===== src/rtl/cacode_sched.sv =====
// Round-robin scheduler that time-shares one C/A code generator among four requesters,
// sequencing generator reset, one full code epoch of chips, and completion signalling.
module cacode_sched #(
  parameter int unsigned CODE_LEN = 1023,
  parameter int unsigned LOAD_CYC = 2
) (
  input  logic        clk,
  input  logic        rst,
  input  logic [3:0]  req,
  input  logic [23:0] prn_bus,
  input  logic        abort,
  output logic [3:0]  gnt,
  output logic        err,
  output logic        busy,
  output logic        cac_rst,
  output logic [5:0]  cac_prn,
  output logic        cac_enb,
  input  logic        cac_chip,
  output logic        chip_out,
  output logic        chip_valid,
  output logic [1:0]  chip_id,
  output logic        epoch,
  output logic        done
);

  localparam int unsigned CntW = (CODE_LEN > 1) ? $clog2(CODE_LEN) : 1;
  localparam logic [CntW-1:0] LastChip = CntW'(CODE_LEN - 1);
  localparam logic [3:0] LoadLast = 4'(LOAD_CYC - 1);

  typedef enum logic [1:0] {StIdle, StLoad, StRun, StDone} state_e;

  state_e          state_q;
  logic [1:0]      last_grant_q;
  logic [CntW-1:0] chip_cnt_q;
  logic [3:0]      load_cnt_q;

  logic       found;
  logic [1:0] pick;
  logic [1:0] cand;
  logic [5:0] prn_sel;
  logic       prn_ok;

  // Search starts just past the most recent grant so every requester gets a turn.
  always_comb begin
    found = 1'b0;
    pick  = 2'd0;
    cand  = 2'd0;
    for (int k = 1; k <= 4; k++) begin
      cand = last_grant_q + 2'(k);
      if (!found && req[cand]) begin
        found = 1'b1;
        pick  = cand;
      end
    end
  end

  always_comb begin
    prn_sel = 6'd0;
    unique case (pick)
      2'd0: prn_sel = prn_bus[5:0];
      2'd1: prn_sel = prn_bus[11:6];
      2'd2: prn_sel = prn_bus[17:12];
      2'd3: prn_sel = prn_bus[23:18];
    endcase
  end

  assign prn_ok = (prn_sel != 6'd0) && (prn_sel <= 6'd32);

  always_ff @(posedge clk or negedge rst) begin
    if (!rst) begin
      state_q      <= StIdle;
      last_grant_q <= 2'd3;
      chip_cnt_q   <= '0;
      load_cnt_q   <= '0;
      gnt          <= '0;
      err          <= 1'b0;
      busy         <= 1'b0;
      cac_rst      <= 1'b1;
      cac_prn      <= '0;
      cac_enb      <= 1'b0;
      chip_out     <= 1'b0;
      chip_valid   <= 1'b0;
      chip_id      <= '0;
      epoch        <= 1'b0;
      done         <= 1'b0;
    end else begin
      gnt        <= '0;
      err        <= 1'b0;
      done       <= 1'b0;
      epoch      <= 1'b0;
      chip_valid <= 1'b0;
      unique case (state_q)
        StIdle: begin
          cac_rst <= 1'b0;
          cac_enb <= 1'b0;
          busy    <= 1'b0;
          if (found) begin
            gnt          <= 4'b0001 << pick;
            last_grant_q <= pick;
            cac_prn      <= prn_sel;
            chip_id      <= pick;
            if (prn_ok) begin
              state_q    <= StLoad;
              cac_rst    <= 1'b1;
              busy       <= 1'b1;
              load_cnt_q <= '0;
            end else begin
              err <= 1'b1;
            end
          end
        end
        StLoad: begin
          if (abort) begin
            state_q <= StIdle;
            cac_rst <= 1'b0;
            busy    <= 1'b0;
          end else if (load_cnt_q == LoadLast) begin
            state_q    <= StRun;
            cac_rst    <= 1'b0;
            cac_enb    <= 1'b1;
            chip_cnt_q <= '0;
          end else begin
            load_cnt_q <= load_cnt_q + 4'd1;
          end
        end
        StRun: begin
          // An aborted cycle's chip is dropped rather than emitted.
          if (abort) begin
            state_q <= StIdle;
            cac_enb <= 1'b0;
            busy    <= 1'b0;
          end else begin
            chip_out   <= cac_chip;
            chip_valid <= 1'b1;
            epoch      <= (chip_cnt_q == LastChip);
            chip_cnt_q <= chip_cnt_q + 1'b1;
            if (chip_cnt_q == LastChip) begin
              state_q <= StDone;
              cac_enb <= 1'b0;
              busy    <= 1'b0;
            end
          end
        end
        StDone: begin
          done    <= 1'b1;
          state_q <= StIdle;
        end
      endcase
    end
  end

endmodule


===== config.mk =====
export PLATFORM = sky130hd
export DESIGN_NAME = cacode_sched
export DESIGN_NICKNAME = d
export VERILOG_FILES = /design/src/rtl/cacode_sched.sv
export SDC_FILE = /design/constraint.sdc
export NUM_CORES = 1
export LEC_CHECK = 0
export ABC_AREA = 1
export CORE_MARGIN = 8
export CORE_UTILIZATION = 54
export CTS_CLUSTER_DIAMETER = 50
export CTS_CLUSTER_SIZE = 25
export DETAILED_ROUTE_END_ITERATION = 10
export PLACE_DENSITY = 0.94
export SLEW_MARGIN = 20
export SYNTH_ARGS = -nofsm -noshare
export SYNTH_HDL_FRONTEND = slang
export SYNTH_SLANG_ARGS = --single-unit

===== constraint.sdc =====
create_clock -name clk -period 3.93 [get_ports clk]
set_input_delay 1.179 -clock clk [delete_from_list [all_inputs] [get_ports clk]]
set_output_delay 1.179 -clock clk [all_outputs]
set_load 0.05 [all_outputs]

==> reports/results.ini, run 1 <==
[layout]
stdcell_count=413
area_delta_synth_final_pct=28.0
nNetsFinal=400
drive_above_1_share_pct=12.2
diodes=0
final_util_pct=69.9

[synthesis]
synth_commonest_cells=nand2_1 (100), dfrtp_1 (35), inv_1 (30)
synth_area_leaders=dfrtp_1 (38%), nand2_1 (16%), nand3_1 (5.8%)
ys.flop_type=dfrtp_1
yosysWarnings=0
syn_nets=344
ys_seq_area_share_pct=41.3
synth_top_area_share_pct=37.9
yosys.area.top_type=dfrtp_1
ys_types=30
async_reset_ff_share_pct=100
yosys.cell_count.top_type=nand2_1
ys_ff_latch=38
synthCells=304
synth_area_mm2=0.00231
synth-edff-count=0
postSynthAreaPerCell_um2=7.61

[clocking]
cts_buffer_depth=2
insertion_delay_ns=0.29
cts-resized-gates=0
cts_hold_buf=0
clock_sinks=38
numCtsBuffers=5
clk_pin_slew_ns=0.08
cts_setup_buffers=0
cts_tree=done
cts_root_buf=clkbuf_8
htree_levels=2

[power_and_ir_drop]
pwr-share-comb_pct=66.5
swShare_pct=53.6
ir_drop_mv=0.512
power_density_mw_per_mm2=926
pwr-share-clk_pct=10.5
p_int_w=0.00127
switchingPower_w=0.00147
total_leakage_power_nw=1.46
power.share.sequential_pct=23.0

[detailed_routing]
ant_nets=0
wire_per_inst_um=13.0
drt_iter0_drc=118
vias=2201
viasPerCell=5.33
routed_wl_mm=5.37
detail_route.first_pass.iterations=4
drcViolationCount=0

[worst_setup_path]
end_kind=flip-flop
r2r_start=last_grant_q[0]
setup.worst_path.start_class=primary input
rrSetupSlack_ns=1.07
arrival_ns=3.53
reg2regPathDepth=20
r2r_end=load_cnt_q[1]
crit_required_ns=4.12
critPathKind=in -> reg
cp_max_fo=8

[floorplan]
dieWidth_um=81.5
die_h_um=81.5
rows=24
core_mm2=0.00423
io_pins=52
initial_core_util_pct=54.6
die_area_mm2=0.00663

[job]
maxCapViolations=0

[timing]
max_slew.worst_pin.slew_ns=0.896
hold_ws_ns=0.481
timing.final.crit_share_pct=85.0
tns_ns=0
rsz0062_at_grt=no
hold_viol=0
fin_skew_ns=0.00190
fmax_mhz=299
finalMaxSlewViolations=0
slew_headroom_pct=40.2
setup_viol=0
post-route-min-period_ns=3.34

[grt]
grt.overflow.total=0
grt_usage_pct=17.6
grt_pass1_vias=2274
grt_pass1_wl_mm=9.43
grt_max_degree=39
antenna_found_initial=0

[hold_path]
hold_depth=2
hold_start=chip_out
hold_path_end=chip_out
hold_path_class=reg -> reg

[placement]
gp_congestion=0.856
portBuffers=51
dp_hpwl_mm=4.17
dp_cells=405

[status]
outcome=complete, no violations

## worst max-delay path by stage
stage	start	cells past startpoint	slack [ns]	endpoint
5_1_grt	req[2]	19	0.30	load_cnt_q[1]
3_3_place_gp	req[2]	20	0.39	load_cnt_q[3]
6_report	req[1]	20	0.59	load_cnt_q[1]
4_1_cts	req[1]	20	0.59	load_cnt_q[1]
3_5_place_dp	req[1]	20	0.30	load_cnt_q[1]
2_1_floorplan	req[3]	19	1.01	load_cnt_q[0]
## layer usage
metal	GRT usage, %	wire length (um)	vias up
met5	0	0	-
met4	6.96	127	0
met3	4.60	310	14
met2	31.3	2550	69
met1	19.7	2380	1035
li1	-	-	1083
## power groups by stage
| stage | Combinational [W] | Sequential, W | Clock [W] |
|---|---|---|---|
| after CTS | 0.00183 | 0.000627 | 0.000289 |
| after global routing | 0.00204 | 0.000649 | 0.000306 |
| after detailed placement | 0.00182 | 0.000634 | 0 |
| final | 0.00182 | 0.000629 | 0.000289 |
| after floorplan | 0.00122 | 0.000843 | 0 |
| after global placement | 0.00176 | 0.000630 | 0 |
## critical path: stages
cell and delay, ns:
clkdlybuf4s50_1 0.45, inv_1 0.07, nand2_1 0.07, nand3_1 0.10, nand2_1 0.09, nor2_4 0.14, nand3b_1 0.08, nand2_1 0.14
buf_4 0.19, nor2_4 0.07, nand2_1 0.06, nand4_1 0.13, nor2_2 0.17, nand3_2 0.09, nand2_2 0.07, nand3_2 0.11
nand2_4 0.13, nand2_4 0.07, nand2_1 0.08, nand2_1 0.05
## cell type report
cell class                 instances  area (um^2)
fill                             322         1270
clock inverter                     2         16.3
inverter                          35          131
clock buffer                       6         82.6
multi-input combinational        227         1190
sequential                        38          955
timing repair buffer              53          520
tap                               52         65.1
## registers in the layout, summed over array words and instances (netlist names)
| name | cells |
|---|---|
| chip_cnt_q | 10 |
| cac_prn | 6 |
| gnt | 4 |
| load_cnt_q | 4 |
| chip_id | 2 |
| last_grant_q | 2 |
| state_q | 2 |
| busy | 1 |
| cac_enb | 1 |
| cac_rst | 1 |
| chip_out | 1 |
| chip_valid | 1 |
| done | 1 |
| epoch | 1 |
| err | 1 |
## kinds of logic (layout without fill, tap and decap cells)
logic type,count (synthesis),after routing,share of synthesized area [%]
xor+xnor,3,3,1.14
compound gates,22,22,5.52
buf+inv,39,96,7.30
fa+ha+maj,8,8,4.33
flops,38,38,41.3
simple gates,194,194,40.5
## metrics by stage
stage          setup slack (ns)  power (W)  cell area, um^2
3_5_place_dp              0.297    0.00245             2860
6_report                  0.591    0.00274             2960
2_1_floorplan              1.01    0.00206             2310
4_1_cts                   0.595    0.00274             2960
3_3_place_gp              0.387    0.00239             2860
5_1_grt                   0.305    0.00300             2960
## cell usage in the layout, fill, tap and decap left out, types with 4 or more instances in the layout
cell and n:
a21oi_1 7, clkbuf_8 6, clkdlybuf4s50_1 50, dfrtp_1 35, ha_1 8, inv_1 30
inv_2 4, nand2_1 100, nand2_2 6, nand2_4 5, nand3_1 27, nand4_1 6
nor2_1 25, nor3_1 7, o21ai_0 11
(Power assumes the default switching activity.)
==> inputs of run 2 (changes only) <==
Settings changed: CORE_UTILIZATION 54 to 50, PLACE_DENSITY 0.94 to 0.88.
Clock period 3.93 ns to 3.2 ns, I/O delays scaled along.
==> reports/results.ini, run 2 (same netlist as run 1, synthesis figures left out) <==
[status]
outcome=complete, no violations

[layout]
largest_reg_flops=10  ; unchanged
final_util_pct=73.2  ; +3.3 points
design_area_mm2=0.00323  ; +9.1%
area_delta_synth_final_pct=39.6
top_register=chip_cnt_q
multi_input_area_mm2=0.00125  ; +5.4%
nNetsFinal=425  ; +6.3%
seq_area_um2=955  ; unchanged
stdcell_count=438  ; +6.1%
diodes=0  ; unchanged
layout_commonest_cell=nand2_1
final_cell_mix=nand2_1 (92), clkdlybuf4s50_1 (46), dfrtp_1 (35), inv_1 (29), buf_4 (25)
reg.largest.list=chip_cnt_q: 10 flops, cac_prn: 6 flops
nFillCells=316  ; -1.9%
drive_above_1_share_pct=21.5  ; +9.3 points

[worst_setup_path]
setup.worst_path.start_class=flip-flop
critPathBufInv=2  ; -1
arrival_ns=3.17  ; -0.36 ns
path_delay_family=simple AND/OR/NAND/NOR gates
crit_required_ns=3.38  ; -0.74 ns
cp_max_fo=11  ; +3
critical_path.cell_chain=inv_2 > nand2_1 > nand2_2 > nand2_4 > nand2_4 > nor2_4 > nand3b_1 > nand2_2 > buf_6 > nor2_4 > nand2_1 > nand4_1 > nor2_2 > nand3_2 > nand2_2 > nand3_2 > nand2_4 > nand2_4 > nand2_2 > nand2_1
critPathKind=reg -> reg
end_kind=flip-flop
critPathMaxStageDelay_ns=0.71  ; +0.26 ns
cpMaxStageDelayCell=dfstp_2

[placement]
dp_hpwl_mm=4.39  ; +5.4%
dp_cells=426  ; +5.2%
portBuffers=51  ; unchanged
postPlaceCellArea_mm2=0.00302  ; +5.5%
gp_congestion=0.863  ; +0.89%

[detailed_routing]
drt_iter0_drc=118  ; unchanged
wire_per_inst_um=13.8  ; +6.2%
detail_route.first_pass.iterations=5  ; +1
drcViolationCount=0  ; unchanged
routed_wl_mm=6.05  ; +13%
vias=2303  ; +4.6%
viasPerCell=5.26  ; -1.3%
ant_nets=0  ; unchanged

[power_and_ir_drop]
total_leakage_power_nw=1.63  ; +12%
ir_drop_mv=0.794  ; +55%
power_density_mw_per_mm2=1250  ; +35%

[clocking]
cts_buffer_depth=2  ; unchanged
cts_tree=done
htree_levels=2  ; unchanged
clk_pin_slew_ns=0.08  ; about the same
insertion_delay_ns=0.30  ; about the same
numCtsBuffers=5  ; unchanged
cts_root_buf=clkbuf_8
cts_hold_buf=0  ; unchanged
clock_sinks=38  ; unchanged

[job]
maxCapViolations=0  ; unchanged

[grt]
grt_max_degree=39  ; unchanged
grt_usage_pct=16.5  ; -1.1 points
grt_pass1_wl_mm=9.87  ; +4.7%
grt.overflow.total=0  ; unchanged
antenna_found_initial=0  ; unchanged
grt_pass1_vias=2313  ; +1.7%

[hold_path]
hold_path_class=reg -> reg

[floorplan]
die_h_um=84.0  ; +3.1%
core_mm2=0.00441  ; +4.3%
dieWidth_um=84.0  ; +3.1%
die_area_mm2=0.00706  ; +6.4%
initial_core_util_pct=52.4  ; -2.2 points
io_pins=52  ; unchanged
rows=24  ; unchanged

[timing]
post-route-min-period_ns=2.99
hold_ws_ns=0.487  ; +0.00585 ns
slew_headroom_pct=46.7  ; +6.4 points
fmax_mhz=335
setup_viol=0  ; unchanged
max_slew.worst_pin.slew_ns=0.792  ; -0.105 ns
rsz0062_at_grt=no
hold_viol=0  ; unchanged
timing.final.crit_share_pct=93.3
finalMaxSlewViolations=0  ; unchanged
fin_skew_ns=0.00683  ; +0.00493 ns

-- run 2: cell types whose count changed in the layout (fill, tap and decap cells not counted), sizes merged, moves of 2 or more --
cell | before | now
buf | 2 | 27
clkdlybuf4s50 | 50 | 46
clkbuf | 7 | 5
clkinv | 1 | 3
dlymetal6s2s | 0 | 4
-- run 2: repair_timing --
| action | in CTS | in global routing |
|---|---|---|
| gates resized for setup | 0 | 22 |
| endpoints found under the hold margin | 0 | 0 |
| endpoints found under the setup margin | 0 | 8 |
| buffers inserted | 0 | 3 |
-- run 2: area by class of cell --
| cell class | instances | share of cell area, % |
|---|---|---|
| multi-input cells | 228 | 38.8 |
| flip-flops and latches | 38 | 29.6 |
| repair buffers | 77 | 22.1 |
| inverters | 35 | 4.14 |
| clock buffers | 5 | 2.13 |
| well taps | 52 | 2.01 |
| clock inverters | 3 | 1.24 |
-- run 2: path summary, 6_finish.rpt --
| kind | start | to | slack [ns] | depth (start not counted) |
|---|---|---|---|---|
| max in group asynchronous | rst | cac_prn[3] | 1.94 | 1 |
| worst max register to register | last_grant_q[0] | load_cnt_q[3] | 0.21 | 20 |
| worst min-delay path | cac_prn[3] | cac_prn[3] | 0.49 | 2 |
| worst max-delay path | last_grant_q[0] | load_cnt_q[3] | 0.21 | 20 |
| worst min register to register | cac_prn[3] | cac_prn[3] | 0.49 | 2 |
| min in group asynchronous | rst | epoch | 0.75 | 1 |
-- run 2: worst min-delay path: cells and delay by family, from the launching register on --
kind | cells | cell delay (ns)
DFF | 1 | 0.35
and+or+nand+nor | 2 | 0.11
-- run 2: routing by layer --
layer	track usage, %	part of all wire, %	wire length (um)
met1	18.2	41	2500
met5	0	0	0
met4	6.75	2.2	136
met3	4.88	6.5	395
met2	28.6	50	3010
-- run 2: metrics by stage --
step / setup TNS (ns) / total power (W) / setup slack (ns)
floorplan: 0 / 0.00253 / 0.502
global placement: -0.405 / 0.00329 / -0.0688
detailed placement: -1.22 / 0.00338 / -0.191
CTS: 0 / 0.00379 / 0.107
global route: 0 / 0.00434 / 0.0143
finish: 0 / 0.00404 / 0.213
-- run 2: report_power, final --
group	leakage, nW	internal (W)	switching (W)	total [W]
sequential	0.496	0.000650	0.000126	0.000776
clock	0.0579	0.000229	0.000175	0.000405
combinational	1.08	0.00113	0.00172	0.00286
